--- src/rtl/fetch_pkg.sv ---
// Shared types and constants for the instruction fetch stage.
package fetch_pkg;

  localparam int unsigned INSTR_BYTES = 4;
  localparam logic        MEM_READ    = 1'b0;
  // Wide enough for an occupancy count of up to 16 entries.
  localparam int unsigned CNT_W       = 5;

  typedef struct packed {
    logic [31:0] pc;
    logic [31:0] instr;
  } fetch_entry_t;

  typedef enum logic {
    S_IDLE,
    S_RUN
  } fetch_state_e;

endpackage

--- src/rtl/fetch_unit_if.sv ---
// Bus bundles for the fetch stage: the memory read port and the decode hand-off.
interface fetch_mem_if;
  logic        mem_req;
  logic        mem_gnt;
  logic [31:0] mem_addr;
  logic        mem_rw;
  logic [31:0] mem_wdata;
  logic [31:0] mem_rdata;

  modport master (output mem_req, mem_addr, mem_rw, mem_wdata,
                  input  mem_gnt, mem_rdata);
  modport slave  (input  mem_req, mem_addr, mem_rw, mem_wdata,
                  output mem_gnt, mem_rdata);
endinterface

interface fetch_instr_if;
  logic        instr_valid;
  logic        instr_ready;
  logic [31:0] instr_data;
  logic [31:0] instr_pc;

  modport master (output instr_valid, instr_data, instr_pc,
                  input  instr_ready);
  modport slave  (input  instr_valid, instr_data, instr_pc,
                  output instr_ready);
endinterface

--- src/rtl/fetch_fifo.sv ---
// Instruction buffer: power-of-two ring of {pc, instr} entries with sync clear.
module fetch_fifo
  import fetch_pkg::*;
#(
  parameter int unsigned DEPTH = 4
) (
  input  logic             clk,
  input  logic             nreset,
  input  logic             clear,
  input  logic             push,
  input  fetch_entry_t     push_data,
  input  logic             pop,
  output fetch_entry_t     head,
  output logic             empty,
  output logic [CNT_W-1:0] count
);

  localparam int unsigned AW = $clog2(DEPTH);

  fetch_entry_t  mem [DEPTH];
  logic [AW-1:0] wr_ptr;
  logic [AW-1:0] rd_ptr;
  logic          do_push;
  logic          do_pop;

  assign empty   = (count == '0);
  assign do_pop  = pop && !empty;
  assign do_push = push && (count != CNT_W'(DEPTH));
  assign head    = mem[rd_ptr];

  // Entry storage; needs no reset since occupancy is tracked by count.
  always_ff @(posedge clk) begin
    if (do_push) mem[wr_ptr] <= push_data;
  end

  // Pointers and occupancy; clear has priority over any push/pop.
  always_ff @(posedge clk) begin
    if (!nreset || clear) begin
      wr_ptr <= '0;
      rd_ptr <= '0;
      count  <= '0;
    end else begin
      if (do_push) wr_ptr <= wr_ptr + AW'(1);
      if (do_pop)  rd_ptr <= rd_ptr + AW'(1);
      case ({do_push, do_pop})
        2'b10:   count <= count + CNT_W'(1);
        2'b01:   count <= count - CNT_W'(1);
        default: count <= count;
      endcase
    end
  end

endmodule

--- src/rtl/fetch_unit.sv ---
// Instruction fetch stage: read-only memory master feeding a small FIFO to decode.
module fetch_unit
  import fetch_pkg::*;
#(
  parameter logic [31:0] RESET_PC = 32'h0000_0000,
  parameter int unsigned DEPTH    = 4
) (
  input  logic                 clk,
  input  logic                 nreset,
  input  logic                 fetch_en,
  input  logic                 redirect,
  input  logic [31:0]          redirect_pc,
  fetch_mem_if.master          mem,
  fetch_instr_if.master        instr
);

  fetch_state_e     state;
  fetch_state_e     state_nxt;
  logic [31:0]      pc;
  logic [31:0]      req_pc;
  logic             inflight;
  logic             drop;
  logic             grant;
  logic             push;
  logic             empty;
  logic [CNT_W-1:0] count;
  fetch_entry_t     head;
  fetch_entry_t     hold;
  fetch_entry_t     push_data;
  logic             unused_bits;

  assign unused_bits   = ^redirect_pc[1:0];
  assign mem.mem_addr  = pc;
  assign mem.mem_rw    = MEM_READ;
  assign mem.mem_wdata = '0;
  assign grant         = mem.mem_req && mem.mem_gnt;
  assign push          = inflight && !drop;
  assign push_data     = '{pc: req_pc, instr: mem.mem_rdata};

  // State register.
  always_ff @(posedge clk) begin
    if (!nreset) state <= S_IDLE;
    else         state <= state_nxt;
  end

  // Next state and request; credits count in-flight responses so the FIFO never overflows.
  always_comb begin
    state_nxt   = state;
    mem.mem_req = 1'b0;
    unique case (state)
      S_IDLE: begin
        if (fetch_en) state_nxt = S_RUN;
      end
      S_RUN: begin
        mem.mem_req = fetch_en && !redirect &&
                      ((32'(count) + 32'(inflight)) < DEPTH);
        if (!fetch_en) state_nxt = S_IDLE;
      end
      default: state_nxt = S_IDLE;
    endcase
  end

  // PC and response tracking; redirect overrides sequential advance.
  always_ff @(posedge clk) begin
    if (!nreset) begin
      pc       <= RESET_PC;
      req_pc   <= '0;
      inflight <= 1'b0;
      drop     <= 1'b0;
    end else begin
      inflight <= grant;
      drop     <= grant && redirect;
      if (grant) req_pc <= pc;
      if (redirect)   pc <= {redirect_pc[31:2], 2'b00};
      else if (grant) pc <= pc + 32'(INSTR_BYTES);
    end
  end

  // Last displayed head, shown while the FIFO is empty.
  always_ff @(posedge clk) begin
    if (!nreset)     hold <= '0;
    else if (!empty) hold <= head;
  end

  assign instr.instr_valid = !empty;
  assign instr.instr_data  = empty ? hold.instr : head.instr;
  assign instr.instr_pc    = empty ? hold.pc    : head.pc;

  // Redirect flushes the buffer, which also discards a response landing that cycle.
  fetch_fifo #(
    .DEPTH (DEPTH)
  ) u_fifo (
    .clk       (clk),
    .nreset    (nreset),
    .clear     (redirect),
    .push      (push),
    .push_data (push_data),
    .pop       (instr.instr_ready),
    .head      (head),
    .empty     (empty),
    .count     (count)
  );

endmodule

--- src/flat_wrapper.sv ---
// flat-port wrapper written by rule: the top's interface ports become plain ports
module fetch_unit_flat import fetch_pkg::*;
#(
  parameter logic [31:0] RESET_PC = 32'h0000_0000,
  parameter int unsigned DEPTH    = 4
)
  (clk, nreset, fetch_en, redirect, redirect_pc, mem_mem_req, mem_mem_addr, mem_mem_rw, mem_mem_wdata, mem_mem_gnt, mem_mem_rdata, instr_instr_valid, instr_instr_data, instr_instr_pc, instr_instr_ready);
  fetch_mem_if mem_i ();
  fetch_instr_if instr_i ();
  input  logic clk;
  input  logic nreset;
  input  logic fetch_en;
  input  logic redirect;
  input  logic [31:0] redirect_pc;
  output wire logic [$bits(mem_i.mem_req)-1:0] mem_mem_req;
  output wire logic [$bits(mem_i.mem_addr)-1:0] mem_mem_addr;
  output wire logic [$bits(mem_i.mem_rw)-1:0] mem_mem_rw;
  output wire logic [$bits(mem_i.mem_wdata)-1:0] mem_mem_wdata;
  input wire logic [$bits(mem_i.mem_gnt)-1:0] mem_mem_gnt;
  input wire logic [$bits(mem_i.mem_rdata)-1:0] mem_mem_rdata;
  output wire logic [$bits(instr_i.instr_valid)-1:0] instr_instr_valid;
  output wire logic [$bits(instr_i.instr_data)-1:0] instr_instr_data;
  output wire logic [$bits(instr_i.instr_pc)-1:0] instr_instr_pc;
  input wire logic [$bits(instr_i.instr_ready)-1:0] instr_instr_ready;
  assign mem_mem_req = mem_i.mem_req;
  assign mem_mem_addr = mem_i.mem_addr;
  assign mem_mem_rw = mem_i.mem_rw;
  assign mem_mem_wdata = mem_i.mem_wdata;
  assign mem_i.mem_gnt = mem_mem_gnt;
  assign mem_i.mem_rdata = mem_mem_rdata;
  assign instr_instr_valid = instr_i.instr_valid;
  assign instr_instr_data = instr_i.instr_data;
  assign instr_instr_pc = instr_i.instr_pc;
  assign instr_i.instr_ready = instr_instr_ready;
  fetch_unit #(.RESET_PC(RESET_PC), .DEPTH(DEPTH)) u_core (.clk(clk), .nreset(nreset), .fetch_en(fetch_en), .redirect(redirect), .redirect_pc(redirect_pc), .mem(mem_i), .instr(instr_i));
endmodule
--- config.mk ---
export PLATFORM = sky130hd
export DESIGN_NAME = fetch_unit_flat
export DESIGN_NICKNAME = d
export VERILOG_FILES = /design/src/rtl/fetch_pkg.sv /design/src/rtl/fetch_unit_if.sv /design/src/rtl/fetch_fifo.sv /design/src/rtl/fetch_unit.sv /design/src/flat_wrapper.sv
export SDC_FILE = /design/constraint.sdc
export NUM_CORES = 1
export LEC_CHECK = 0
export CORE_ASPECT_RATIO = 0.5
export CORE_MARGIN = 2
export CORE_UTILIZATION = 59
export DETAILED_ROUTE_END_ITERATION = 10
export PLACE_DENSITY = 0.85
export SYNTH_ARGS = -nofsm -noshare
export SYNTH_HDL_FRONTEND = slang
export SYNTH_SLANG_ARGS = --single-unit
--- constraint.sdc ---
create_clock -name clk -period 7 [get_ports clk]
set_input_delay 1.4 -clock clk [delete_from_list [all_inputs] [get_ports clk]]
set_output_delay 1.4 -clock clk [all_outputs]
set_load 0.05 [all_outputs]
==> metrics.md <==
| Metric | Value |
|---|---|
| RD Place Congestion | between 0.8 and 0.9 |
| Clk sinks | between 300 and 400 |
| Status | finished, final reports clean |
| Crit path max fanout | 45 |
| Final hold vios | 0 |
| Rows | around 40 |
| Post-Syn Area | 0.0154 sq mm |
| Switching part of the total | 0.215 |
| Yosys warns | 0 |
| Post-synth EDFFs | between 200 and 250 |
| Power, Total | ~4.4 mW |
| Post-synth ARST share | 0 |
| Reg2reg setup slack | 3.03 ns |
| Synthesized instance count | roughly 1000 |
| Critical Path End Type | output port |
| Yosys cell types | 59 |
| Top delay family on crit path | buffers and inverters |
| Num ports | between 200 and 250 |
| Area Overhead vs Synth | 17.2% |
| Mapped Avg Cell Area | 15.3 sq um |
| Fin crit period | about 5 ns |
| Setup Total Neg Slack | 0 ns |
| NetSw | about 950 uW |
| Crit start category | flop |
| Clk pin slew, worst setup/hold paths | approximately 0.070 ns |
| N_diodes | 0 |
| Largest net degree at the start of global routing | 65 |
| Global Route met3 Usage | 0.0355 |
| GRT Resource Usage Total | 0.234 |
| CTS Buf Count | 31 |
| Vias per cell | around 5.8 |
| #FFs+latches synth | 384 |
| Endpoints failing setup | 0 |
| Clock share of power | 0.404 |
| Share of layout cells above drive strength 1 | 0.170 |
| Max incr delay on CP | around 0.98 ns |
| Setup Crit Path Kind | reg2out |
| CTS tree | built |
| Setup Fix Bufs, Post-CTS | 0 |
| Antenna violations before repair | 0 |
| PostCTS Resize Cnt | 0 |
| First-pass GRT wire length | ~50000 um |
| WP data required | roughly 5.6 ns |
| Clock latency on the worst-skew pair | between 0.5 and 0.6 ns |
| Comb power frac | 0.046 |
| Number of hold buffers added after CTS | 0 |
| Core Region | 0.0254 sq mm |
| Root buffer cell | clkbuf_16 |
| WP data arrival | 3.65 ns |
| Port bufs | around 160 |
| Global routing met2 resource utilization | 0.395 |
| Pwr Density | about 240 mW/mm^2 |
| Drt drc | 0 |
| WL/cell | ~21 um |
| Worst-Margin Slew | between 1 and 1.5 ns |
| Final period utilization | 0.722 |
| RSZ-0062 raised after global routing | false |
| MaxCap Viol Count | 0 |
| Die span in x | 232 um |
| Worst hold path class | reg2reg |
| Crit path max-delay cell type | dfxtp_4 |
| GR peak layer | met2 |
| Pleak | approximately 6.3 nW |
| Crit-path cells | buf_4 > mux4_2 > mux2_2 > clkdlybuf4s50_1 |
| Total die area | ~0.027 sq mm |
| Fmax | between 0.15 and 0.2 GHz |
| Via count | between 8000 and 9000 |
| Pre-antenna DRT Iters | 5 |
| CTS H-tree lvls | 1 |
| Final Skew | 0.0110 ns |
| Slew HR | 0.229 |
| Register area share after synthesis | 0.661 |
| Max VDD drop | roughly 170 uV |
| Initial drt markers | around 780 |
| Internal | approximately 3.5 mW |
| Buf/Inv on CP | 2 |
| Vias in the first global route | slightly below 9000 |
| Synth Flop Type | edfxtp_1 |
| Met1 usage | 0.324 |
| Die H | 118 um |
| Starting Density | 0.606 |
| Power share of the sequential group | 0.550 |
| Nets | 1224 |
| Dpl hpwl | roughly 19000 um |
| Longest Clk Path Bufs | 3 |
| Slew Viols, Final | 0 |
| Detail Route Antenna Nets | 0 |
| Final wirelength | about 32000 um |
| GRT Residual Overflow | 0 |
-- power groups by stage --
stage	registers [mW]	logic, mW	clock network, mW
finish	2.43	0.203	1.78
detailed placement	2.48	0.202	0
floorplan	2.51	0.105	0
global route	2.43	0.213	1.89
global placement	2.48	0.198	0
CTS	2.43	0.203	1.80
-- worst paths after layout --
check	startpoint	to	depth (start not counted)
setup / recovery	flop	instr_instr_data[23]	4
hold / removal	u_core.req_pc[24]	u_core.req_pc[24]	2
setup reg to reg	u_core.u_fifo.count[3]	u_core.u_fifo.count[4]	12
hold reg to reg	u_core.req_pc[24]	u_core.req_pc[24]	2
-- metal layers --
metal	share of wire	vias to the layer above
li1	-	3952
met1	0.43	4446
met2	0.50	350
met3	0.058	53
met4	0.018	0
met5	0	-
-- registers in the layout, indices dropped and copies added, names as in the netlist, named ones only --
name / cells
u_core.state: 1
u_core.hold: 62
u_core.u_fifo.wr_ptr: 2
u_core.u_fifo.mem: 248
u_core.inflight: 1
u_core.u_fifo.rd_ptr: 2
u_core.u_fifo.count: 5
u_core.mem.mem_addr: 30
u_core.req_pc: 30
u_core.drop: 1
-- logic make-up (layout without fill, tap and decap cells) --
| kind of cell | after synthesis | in the layout | share of synthesized area |
|---|---|---|---|
| muxes | 126 | 126 | 0.149 |
| adders and majority gates | 8 | 8 | 0.00650 |
| AOI/OAI and AO/OA | 118 | 118 | 0.0463 |
| and+or+nand+nor | 245 | 245 | 0.0840 |
| DFF | 384 | 384 | 0.661 |
| xor gates and xnor gates | 18 | 18 | 0.0102 |
| buffers and inverters | 104 | 232 | 0.0432 |
| other | 1 | 38 | 0.000244 |
-- per-stage QoR --
step                      std cells  hold WS, ns  setup WS (ns)  utilization  cell area [sq um]
after floorplan                1041        0.460           3.32            -              15500
after global routing           1513        0.525           1.69        0.710              18000
after CTS                      1513        0.501           1.83        0.710              18000
after global placement         1457        0.471           2.07        0.670              17000
final                          1513        0.500           1.95        0.710              18000
after detailed placement       1457        0.491           2.04        0.670              17000
-- placed cells by master, fill, tap and decap left out, types with 31 or more instances in the layout --
cell type / instances
a21oi_1: 48
and2_1: 67
clkbuf_16: 31
clkdlybuf4s50_1: 160
conb_1: 38
dfxtp_1: 134
edfxtp_1: 248
mux2_4: 47
mux4_2: 62
nand2_1: 82
-- cell type report --
| cell class | count | area (sq um) |
|---|---|---|
| Inverter | 10 | 37.5 |
| Clock buffer | 37 | 828 |
| Sequential cell | 384 | 10200 |
| Clock inverter | 19 | 205 |
| Multi-Input combinational cell | 553 | 4710 |
| Timing Repair Buffer | 166 | 1640 |
| Tap cell | 344 | 430 |
| Fill cell | 1591 | 7360 |
-- synth_stat cells (all sizes together), types with 2 or more instances --
library cell / number / area (sq um)
or3: 2 / 12.5
nor4: 2 / 12.5
a21oi: 49 / 249
dfxtp: 136 / 2720
nor3: 8 / 62.6
and2: 71 / 444
o21ai: 28 / 140
and4: 3 / 26.3
nand2: 83 / 312
o22ai: 2 / 12.5
and3: 10 / 62.6
a21boi: 5 / 37.5
o311ai: 5 / 43.8
mux4: 62 / 1400
xnor2: 9 / 78.8
nand3: 16 / 80.1
buf: 68 / 529
edfxtp: 248 / 7450
a41oi: 2 / 17.5
mux2: 62 / 875
o21a: 4 / 30.0
inv: 9 / 33.8
clkbuf: 26 / 98.8
nor2: 29 / 119
ha: 8 / 100
mux2i: 2 / 20.0
nand4: 14 / 109
xor2: 9 / 78.8
a31oi: 7 / 43.8
or2: 2 / 12.5
o211ai: 2 / 15.0
a32oi: 4 / 35.0
a22oi: 5 / 37.5
-- tightest hold or removal path, cell delays in order (launching register included) --
cell and delay (ns):
dfxtp_1 0.34, nand2_1 0.06, a21oi_1 0.05
(Power assumes the default switching activity.)
